### src/rtl/glossy_round_ctrl_pkg.sv
// rtl/glossy_round_ctrl_pkg.sv - shared state encoding for the Glossy round sequencer
package glossy_round_ctrl_pkg;

    localparam int GR_STATE_W = 3;

    typedef enum logic [GR_STATE_W-1:0] {
        GR_IDLE   = 3'd0,
        GR_START  = 3'd1,
        GR_WAIT   = 3'd2,
        GR_GAP    = 3'd3,
        GR_FINISH = 3'd4
    } gr_state_e;

endpackage

### src/rtl/glossy_round_ctrl_if.sv
// rtl/glossy_round_ctrl_if.sv - node start/done and per-round result bundle
interface glossy_round_ctrl_if #(
    parameter int NUM_NODES = 2,
    parameter int TIMEOUT_W = 16,
    parameter int CNT_W     = 8
);
    logic                 i_enable;
    logic [NUM_NODES-1:0] i_node_done;
    logic [NUM_NODES-1:0] o_start;
    logic                 o_busy;
    logic                 o_round_done;
    logic                 o_round_ok;
    logic [NUM_NODES-1:0] o_round_mask;
    logic [TIMEOUT_W-1:0] o_latency;
    logic [CNT_W-1:0]     o_round_cnt;
    logic                 o_finished;
    logic [CNT_W-1:0]     o_fail_cnt;
    logic [TIMEOUT_W-1:0] o_max_lat;

    modport master (
        input  i_enable, i_node_done,
        output o_start, o_busy, o_round_done, o_round_ok, o_round_mask,
               o_latency, o_round_cnt, o_finished, o_fail_cnt, o_max_lat
    );

    modport slave (
        output i_enable, i_node_done,
        input  o_start, o_busy, o_round_done, o_round_ok, o_round_mask,
               o_latency, o_round_cnt, o_finished, o_fail_cnt, o_max_lat
    );
endinterface

### src/rtl/glossy_edge_det.sv
// rtl/glossy_edge_det.sv - registered vector rising-edge detector
module glossy_edge_det #(
    parameter int WIDTH = 1
) (
    input  logic             clk,
    input  logic             reset,
    input  logic [WIDTH-1:0] din,
    output logic [WIDTH-1:0] rise
);
    logic [WIDTH-1:0] prev;

    // Reset also loads the live input, so a level already high is never an edge.
    always_ff @(posedge clk) begin
        prev <= din;
    end

    assign rise = reset ? '0 : (din & ~prev);
endmodule

### src/rtl/glossy_round_ctrl.sv
// rtl/glossy_round_ctrl.sv - round sequencer for N-node Glossy floods
// Optional statistics outputs enabled by GLOSSY_ROUND_STATS_EN.
module glossy_round_ctrl
    import glossy_round_ctrl_pkg::*;
#(
    parameter int NUM_NODES      = 2,
    parameter int NUM_ROUNDS     = 4,
    parameter int TIMEOUT_W      = 16,
    parameter int TIMEOUT_CYCLES = 50000,
    parameter int GAP_CYCLES     = 100,
    parameter int CNT_W          = 8
) (
    input  logic clk,
    input  logic reset,
    glossy_round_ctrl_if.master bus
);
    localparam int GAP_W = (GAP_CYCLES > 1) ? $clog2(GAP_CYCLES) : 1;
    localparam logic [NUM_NODES-1:0] ALL_DONE = '1;
    localparam logic [TIMEOUT_W-1:0] LAT_LAST = TIMEOUT_W'(TIMEOUT_CYCLES - 1);
    localparam logic [TIMEOUT_W-1:0] LAT_FAIL = TIMEOUT_W'(TIMEOUT_CYCLES);
    localparam logic [GAP_W-1:0]     GAP_LAST = GAP_W'(GAP_CYCLES - 1);
    localparam logic [CNT_W-1:0]     ROUNDS   = CNT_W'(NUM_ROUNDS);

    gr_state_e            state;
    logic [TIMEOUT_W-1:0] lat_cnt;
    logic [GAP_W-1:0]     gap_cnt;
    logic [NUM_NODES-1:0] acc_mask;
    logic [NUM_NODES-1:0] done_rise;
    logic [NUM_NODES-1:0] mask_now;
    logic                 en_rise;
    logic                 full, wait_live, fin_ok, fin_fail, launch;
    logic [CNT_W-1:0]     cnt_next;

    glossy_edge_det #(.WIDTH(NUM_NODES)) u_done_det (
        .clk(clk), .reset(reset), .din(bus.i_node_done), .rise(done_rise)
    );

    glossy_edge_det #(.WIDTH(1)) u_en_det (
        .clk(clk), .reset(reset), .din(bus.i_enable), .rise(en_rise)
    );

    // Edges count in the cycle they appear, so the completing edge sees its own counter value.
    assign mask_now  = acc_mask | done_rise;
    assign full      = (mask_now == ALL_DONE);
    assign wait_live = (state == GR_WAIT) && bus.i_enable;
    assign fin_ok    = wait_live && full;
    assign fin_fail  = wait_live && !full && (lat_cnt == LAT_LAST);
    assign launch    = (state == GR_IDLE) && en_rise;
    assign cnt_next  = (bus.o_round_cnt == '1) ? bus.o_round_cnt
                                               : bus.o_round_cnt + CNT_W'(1);

    always_ff @(posedge clk) begin
        if (reset) begin
            state             <= GR_IDLE;
            lat_cnt           <= '0;
            gap_cnt           <= '0;
            acc_mask          <= '0;
            bus.o_start       <= '0;
            bus.o_busy        <= 1'b0;
            bus.o_round_done  <= 1'b0;
            bus.o_round_ok    <= 1'b0;
            bus.o_round_mask  <= '0;
            bus.o_latency     <= '0;
            bus.o_round_cnt   <= '0;
            bus.o_finished    <= 1'b0;
        end else begin
            bus.o_start      <= '0;
            bus.o_round_done <= 1'b0;
            case (state)
                GR_IDLE: begin
                    if (launch) begin
                        state            <= GR_START;
                        bus.o_busy       <= 1'b1;
                        bus.o_round_cnt  <= '0;
                        bus.o_finished   <= 1'b0;
                        bus.o_round_mask <= '0;
                    end
                end
                GR_START: begin
                    if (!bus.i_enable) begin
                        state      <= GR_IDLE;
                        bus.o_busy <= 1'b0;
                    end else begin
                        bus.o_start <= '1;
                        lat_cnt     <= '0;
                        acc_mask    <= '0;
                        state       <= GR_WAIT;
                    end
                end
                GR_WAIT: begin
                    if (!bus.i_enable) begin
                        state      <= GR_IDLE;
                        bus.o_busy <= 1'b0;
                    end else begin
                        lat_cnt  <= lat_cnt + TIMEOUT_W'(1);
                        acc_mask <= mask_now;
                        if (fin_ok || fin_fail) begin
                            bus.o_round_done <= 1'b1;
                            bus.o_round_ok   <= fin_ok;
                            bus.o_round_mask <= mask_now;
                            bus.o_latency    <= fin_ok ? lat_cnt : LAT_FAIL;
                            bus.o_round_cnt  <= cnt_next;
                            gap_cnt          <= '0;
                            state            <= GR_GAP;
                        end
                    end
                end
                GR_GAP: begin
                    if (!bus.i_enable) begin
                        state      <= GR_IDLE;
                        bus.o_busy <= 1'b0;
                    end else if (gap_cnt == GAP_LAST) begin
                        if ((NUM_ROUNDS != 0) && (bus.o_round_cnt == ROUNDS)) begin
                            state          <= GR_FINISH;
                            bus.o_finished <= 1'b1;
                            bus.o_busy     <= 1'b0;
                        end else begin
                            state <= GR_START;
                        end
                    end else begin
                        gap_cnt <= gap_cnt + GAP_W'(1);
                    end
                end
                GR_FINISH: begin
                    if (!bus.i_enable) state <= GR_IDLE;
                end
                default: state <= GR_IDLE;
            endcase
        end
    end

`ifdef GLOSSY_ROUND_STATS_EN
    always_ff @(posedge clk) begin
        if (reset || launch) begin
            bus.o_fail_cnt <= '0;
            bus.o_max_lat  <= '0;
        end else begin
            if (fin_fail && (bus.o_fail_cnt != '1))
                bus.o_fail_cnt <= bus.o_fail_cnt + CNT_W'(1);
            if (fin_ok && (lat_cnt > bus.o_max_lat))
                bus.o_max_lat <= lat_cnt;
        end
    end
`else
    assign bus.o_fail_cnt = '0;
    assign bus.o_max_lat  = '0;
`endif
endmodule
### src/flat_wrapper.sv
// flat-port wrapper written by rule: the top's interface ports become plain ports
module glossy_round_ctrl_flat import glossy_round_ctrl_pkg::*;
#(
    parameter int NUM_NODES      = 2,
    parameter int NUM_ROUNDS     = 4,
    parameter int TIMEOUT_W      = 16,
    parameter int TIMEOUT_CYCLES = 50000,
    parameter int GAP_CYCLES     = 100,
    parameter int CNT_W          = 8
)
  (clk, reset, bus_i_enable, bus_i_node_done, bus_o_start, bus_o_busy, bus_o_round_done, bus_o_round_ok, bus_o_round_mask, bus_o_latency, bus_o_round_cnt, bus_o_finished, bus_o_fail_cnt, bus_o_max_lat);
  glossy_round_ctrl_if #(.NUM_NODES(NUM_NODES), .TIMEOUT_W(TIMEOUT_W), .CNT_W(CNT_W)) bus_i ();
  input  logic clk;
  input  logic reset;
  input wire logic [$bits(bus_i.i_enable)-1:0] bus_i_enable;
  input wire logic [$bits(bus_i.i_node_done)-1:0] bus_i_node_done;
  output wire logic [$bits(bus_i.o_start)-1:0] bus_o_start;
  output wire logic [$bits(bus_i.o_busy)-1:0] bus_o_busy;
  output wire logic [$bits(bus_i.o_round_done)-1:0] bus_o_round_done;
  output wire logic [$bits(bus_i.o_round_ok)-1:0] bus_o_round_ok;
  output wire logic [$bits(bus_i.o_round_mask)-1:0] bus_o_round_mask;
  output wire logic [$bits(bus_i.o_latency)-1:0] bus_o_latency;
  output wire logic [$bits(bus_i.o_round_cnt)-1:0] bus_o_round_cnt;
  output wire logic [$bits(bus_i.o_finished)-1:0] bus_o_finished;
  output wire logic [$bits(bus_i.o_fail_cnt)-1:0] bus_o_fail_cnt;
  output wire logic [$bits(bus_i.o_max_lat)-1:0] bus_o_max_lat;
  assign bus_i.i_enable = bus_i_enable;
  assign bus_i.i_node_done = bus_i_node_done;
  assign bus_o_start = bus_i.o_start;
  assign bus_o_busy = bus_i.o_busy;
  assign bus_o_round_done = bus_i.o_round_done;
  assign bus_o_round_ok = bus_i.o_round_ok;
  assign bus_o_round_mask = bus_i.o_round_mask;
  assign bus_o_latency = bus_i.o_latency;
  assign bus_o_round_cnt = bus_i.o_round_cnt;
  assign bus_o_finished = bus_i.o_finished;
  assign bus_o_fail_cnt = bus_i.o_fail_cnt;
  assign bus_o_max_lat = bus_i.o_max_lat;
  glossy_round_ctrl #(.NUM_NODES(NUM_NODES), .NUM_ROUNDS(NUM_ROUNDS), .TIMEOUT_W(TIMEOUT_W), .TIMEOUT_CYCLES(TIMEOUT_CYCLES), .GAP_CYCLES(GAP_CYCLES), .CNT_W(CNT_W)) u_core (.clk(clk), .reset(reset), .bus(bus_i));
endmodule
### config.mk
export PLATFORM = sky130hd
export DESIGN_NAME = glossy_round_ctrl_flat
export DESIGN_NICKNAME = d
export VERILOG_FILES = /design/src/rtl/glossy_round_ctrl_pkg.sv /design/src/rtl/glossy_round_ctrl_if.sv /design/src/rtl/glossy_edge_det.sv /design/src/rtl/glossy_round_ctrl.sv /design/src/flat_wrapper.sv
export SDC_FILE = /design/constraint.sdc
export NUM_CORES = 1
export LEC_CHECK = 0
export BUFFER_PORTS_ARGS = -buffer_cell sky130_fd_sc_hd__buf_4
export CAP_MARGIN = 20
export CORE_ASPECT_RATIO = 1.1
export CORE_UTILIZATION = 45
export CTS_CLUSTER_DIAMETER = 30
export CTS_CLUSTER_SIZE = 16
export DETAILED_ROUTE_END_ITERATION = 10
export HOLD_SLACK_MARGIN = 0.05
export PLACE_DENSITY = 0.67
export SYNTH_ARGS = -nofsm -noshare
export SYNTH_HDL_FRONTEND = slang
export SYNTH_HIERARCHICAL = 1
export SYNTH_SLANG_ARGS = --single-unit
### constraint.sdc
create_clock -name clk -period 2.8 [get_ports clk]
set_input_delay 0.56 -clock clk [delete_from_list [all_inputs] [get_ports clk]]
set_output_delay 0.56 -clock clk [all_outputs]
set_load 0.02 [all_outputs]
==> key figures <==
Die
  – Core area: 6594 um^2
  – Chip width: between 80 and 90 um
  – I/O pin total: 61
  – Full die area: 7183 um^2
  – Starting Density: between 40% and 50%
  – Rows: 31
  – Chip Height: between 80 and 90 um

Final layout
  – Nets: 412
  – Cell area after layout: between 3000 and 4000 um^2
  – Layout cell share with drive strength beyond 1: 18.18%
  – Area grow syn2layout: 13.84%
  – Antenna Cells: 0

STA
  – Worst slew pin tran: approximately 0.76 ns
  – Crit share post-route: between 80% and 90%
  – Worst hold slack: ~0.33 ns
  – Final WS setup: about 0.45 ns
  – Final Setup Violations: 0
  – Clock skew: around 0.008 ns
  – Slew headroom: 48.61%
  – Max-slew violations: 0
  – RSZ-0062 raised after global routing: no
  – Hold violation count in the final report: 0
  – F_max: 426.2 MHz
  – Final min period: between 2 and 2.5 ns
  – TNS Setup: 0 ns

CTS
  – # hold bufs at CTS: 0
  – Root buffer cell: clkbuf_8
  – PostCTS Resize Cnt: 0
  – CTS Buf Count: 9
  – Clk_lat worst skew: approximately 0.34 ns
  – Clock Path Buffers: 2
  – TritonCTS clock tree: yes
  – Post-CTS setup-driven buffer insertion count: 0
  – CTS sink cnt: 62
  – H-tree depth: 3
  – Clock-pin slew on the worst setup and hold paths: approximately 0.07 ns

Synth
  – EDFF count, synth: 0
  – Seq/Total Area, Yosys: just over 40%
  – Mean Syn Cell Area: roughly 8.3 um^2
  – Yosys warning count: 6
  – Post-Syn Instances: approximately 370
  – Async SR Flop Fraction: 0%
  – Synth Cell Area: slightly above 3000 um^2
  – Yosys cell types: 55
  – Ys flop type: dfxtp_1
  – Seq cells post-synth: between 60 and 70

Global route
  – Grt total ovfl: 0
  – GRT Total Usage: between 20% and 30%
  – Number of global-route vias before repair: about 2400
  – Initial antenna violation count: 0
  – First-pass GRT wire length: 11100 um
  – Largest net degree at the start of global routing: 53

Detailed routing
  – Mean routed wirelength per cell: between 10 and 15 um
  – DR vias: approximately 2700
  – Starting DRT DRC Count: 138
  – Final WL: between 6000 and 7000 um
  – DRC Markers: 0
  – DRT Pass-1 Iters: 4
  – Final ANT Viol Nets: 0
  – Via density: between 5 and 6

Power
  – Sequential fraction of design power: around 51%
  – Comb pwr share: roughly 6.0%
  – Int Power: 0.001344 W
  – Net Sw Frac: ~24%
  – Sw Pwr: ~0.00043 W
  – Peak VDD IR: roughly 340 uV
  – Pwr Density: approximately 510 nW/um^2
  – Clock power frac: a little over two fifths
  – Leakage: 1.303 nW

Placement
  – I/O Buffers: 36
  – Post-placement cell area: 3319 um^2
  – Pre-CTS setup slack: approximately 0.44 ns
  – Placer Congestion: a little over 0.8
  – DP Wirelength: about 4500 um

Setup path
  – Crit. End Element: register
  – Critical-path maximum fanout: 8
  – Worst path required time: ~3 ns
  – WS Path Type: reg -> reg
  – Worst path arrival time: ~2.6 ns
  – Critical Path Source Type: register

Flow run
  – Max_cap viols: 0

Min path
  – Worst Hold Class: in -> reg

Status
  – Status: finished, final reports clean
## cell families after synthesis
kind of cell | count (synthesis) | synth area share [%]
xor gates and xnor gates | 1 | 0.2843
DFF | 62 | 40.28
buffers and inverters | 51 | 9.501
muxes | 6 | 2.111
adders and majority gates | 4 | 1.624
AOI/OAI and AO/OA | 83 | 16.16
and+or+nand+nor | 164 | 29.92
other | 1 | 0.1217
## cell usage after synthesis, types with 2 or more instances
cell | instances | share of area (%)
a21oi_1 | 42 | 6.8
a311oi_1 | 4 | 1.1
and2_1 | 3 | 0.61
and3_1 | 7 | 1.4
and4_1 | 2 | 0.57
buf_4 | 25 | 6.1
clkbuf_1 | 19 | 2.3
dfxtp_1 | 62 | 40
ha_1 | 4 | 1.6
inv_1 | 5 | 0.61
mux2_2 | 4 | 1.5
mux2i_1 | 2 | 0.65
nand2_1 | 28 | 3.4
nand2b_1 | 2 | 0.41
nand3_1 | 28 | 4.5
nand3b_1 | 2 | 0.49
nand4_1 | 7 | 1.4
nand4bb_1 | 2 | 0.73
nor2_1 | 30 | 3.7
nor2b_1 | 4 | 0.81
nor3_1 | 16 | 2.6
nor3b_2 | 3 | 1.2
nor4b_1 | 2 | 0.57
o2111ai_1 | 3 | 0.85
o211ai_1 | 4 | 0.97
o21ai_0 | 13 | 2.1
o31ai_1 | 7 | 1.7
or2_2 | 4 | 0.81
or3_1 | 8 | 1.6
or3b_2 | 2 | 0.57
or4_1 | 4 | 0.97
## final cells by class
cell class / count / area, um^2
clock buffer: 11 / 141.4
clock inverter: 4 / 47.55
fill: 654 / 3085
inverter: 5 / 18.77
multi-input combinational: 282 / 1634
sequential: 62 / 1241
tap: 82 / 102.6
timing repair buffer: 43 / 322.8
## layout by cell type (no fill, tap or decap), types with 4 or more instances in the layout
cell type / synthesis / routed
a21oi_1: 42 / 42
a311oi_1: 4 / 4
and3_1: 7 / 7
buf_4: 25 / 43
clkbuf_8: 0 / 10
conb_1: 1 / 24
dfxtp_1: 62 / 62
ha_1: 4 / 4
inv_1: 5 / 5
mux2_2: 4 / 4
nand2_1: 28 / 28
nand3_1: 28 / 28
nand4_1: 7 / 7
nor2_1: 30 / 30
nor2b_1: 4 / 4
nor3_1: 16 / 16
o211ai_1: 4 / 4
o21ai_0: 13 / 13
o31ai_1: 7 / 7
or2_2: 4 / 4
or3_1: 8 / 8
or4_1: 4 / 4
## through the flow
step                      instances  power, W  util, %
after floorplan                 395  0.001027        -
after global placement          474  0.001025    50.34
after detailed placement        474  0.001026    50.34
after CTS                       489  0.001790    53.21
after global routing            489  0.001858    53.21
final                           489  0.001778    53.21
## critical path, stage by stage (launching register included)
cell and delay (ns):
dfxtp_1 0.38, inv_1 0.09, ha_1 0.15, or4b_2 0.58
nor4b_1 0.66, o21ai_0 0.16, o2111ai_1 0.13, o22ai_1 0.08
## sequential cells by signal (all words and copies together), names as in the netlist
signal	flops
u_core/bus.o_latency	16
u_core/lat_cnt	16
u_core/bus.o_round_cnt	8
u_core/gap_cnt	7
u_core/state	3
u_core/acc_mask	2
u_core/bus.o_round_mask	2
u_core/u_done_det/prev	2
u_core/bus.o_busy	1
u_core/bus.o_finished	1
u_core/bus.o_round_done	1
u_core/bus.o_round_ok	1
u_core/bus.o_start	1
u_core/u_en_det/prev	1
## per-layer routing
layer	track usage (%)	wire, um	part of all wire (%)
met1	24.07	3024	46
met2	34.76	3296	50
met3	4.948	227	3.4
met4	7.792	82	1.2
met5	0	0	0
## final timing paths
check                                                       startpoint                              endpoint  slack, ns  cells past startpoint
worst max-delay path            u_core/bus.o_round_cnt[0]$_SDFFE_PP0P_          u_core/state[0]$_SDFFE_PP0P_       0.45                      7
worst min-delay path                                bus_i_node_done[1]     u_core/u_done_det/prev[1]$_DFF_P_       0.33                      1
worst max register to register  u_core/bus.o_round_cnt[0]$_SDFFE_PP0P_          u_core/state[0]$_SDFFE_PP0P_       0.45                      7
worst min register to register    u_core/bus.o_latency[3]$_SDFFE_PP0P_  u_core/bus.o_latency[3]$_SDFFE_PP0P_       0.47                      2
## power by group through the flow
stage	clock (W)	sequential, W	combinational, W
final	0.000771	0.000900	0.000107
after global routing	0.000838	0.000900	0.000119
after CTS	0.000784	0.000899	0.000107
after detailed placement	0	0.000919	0.000107
after global placement	0	0.000919	0.000106
after floorplan	0	0.000917	0.000110
Power figures use the tool's default switching activity.
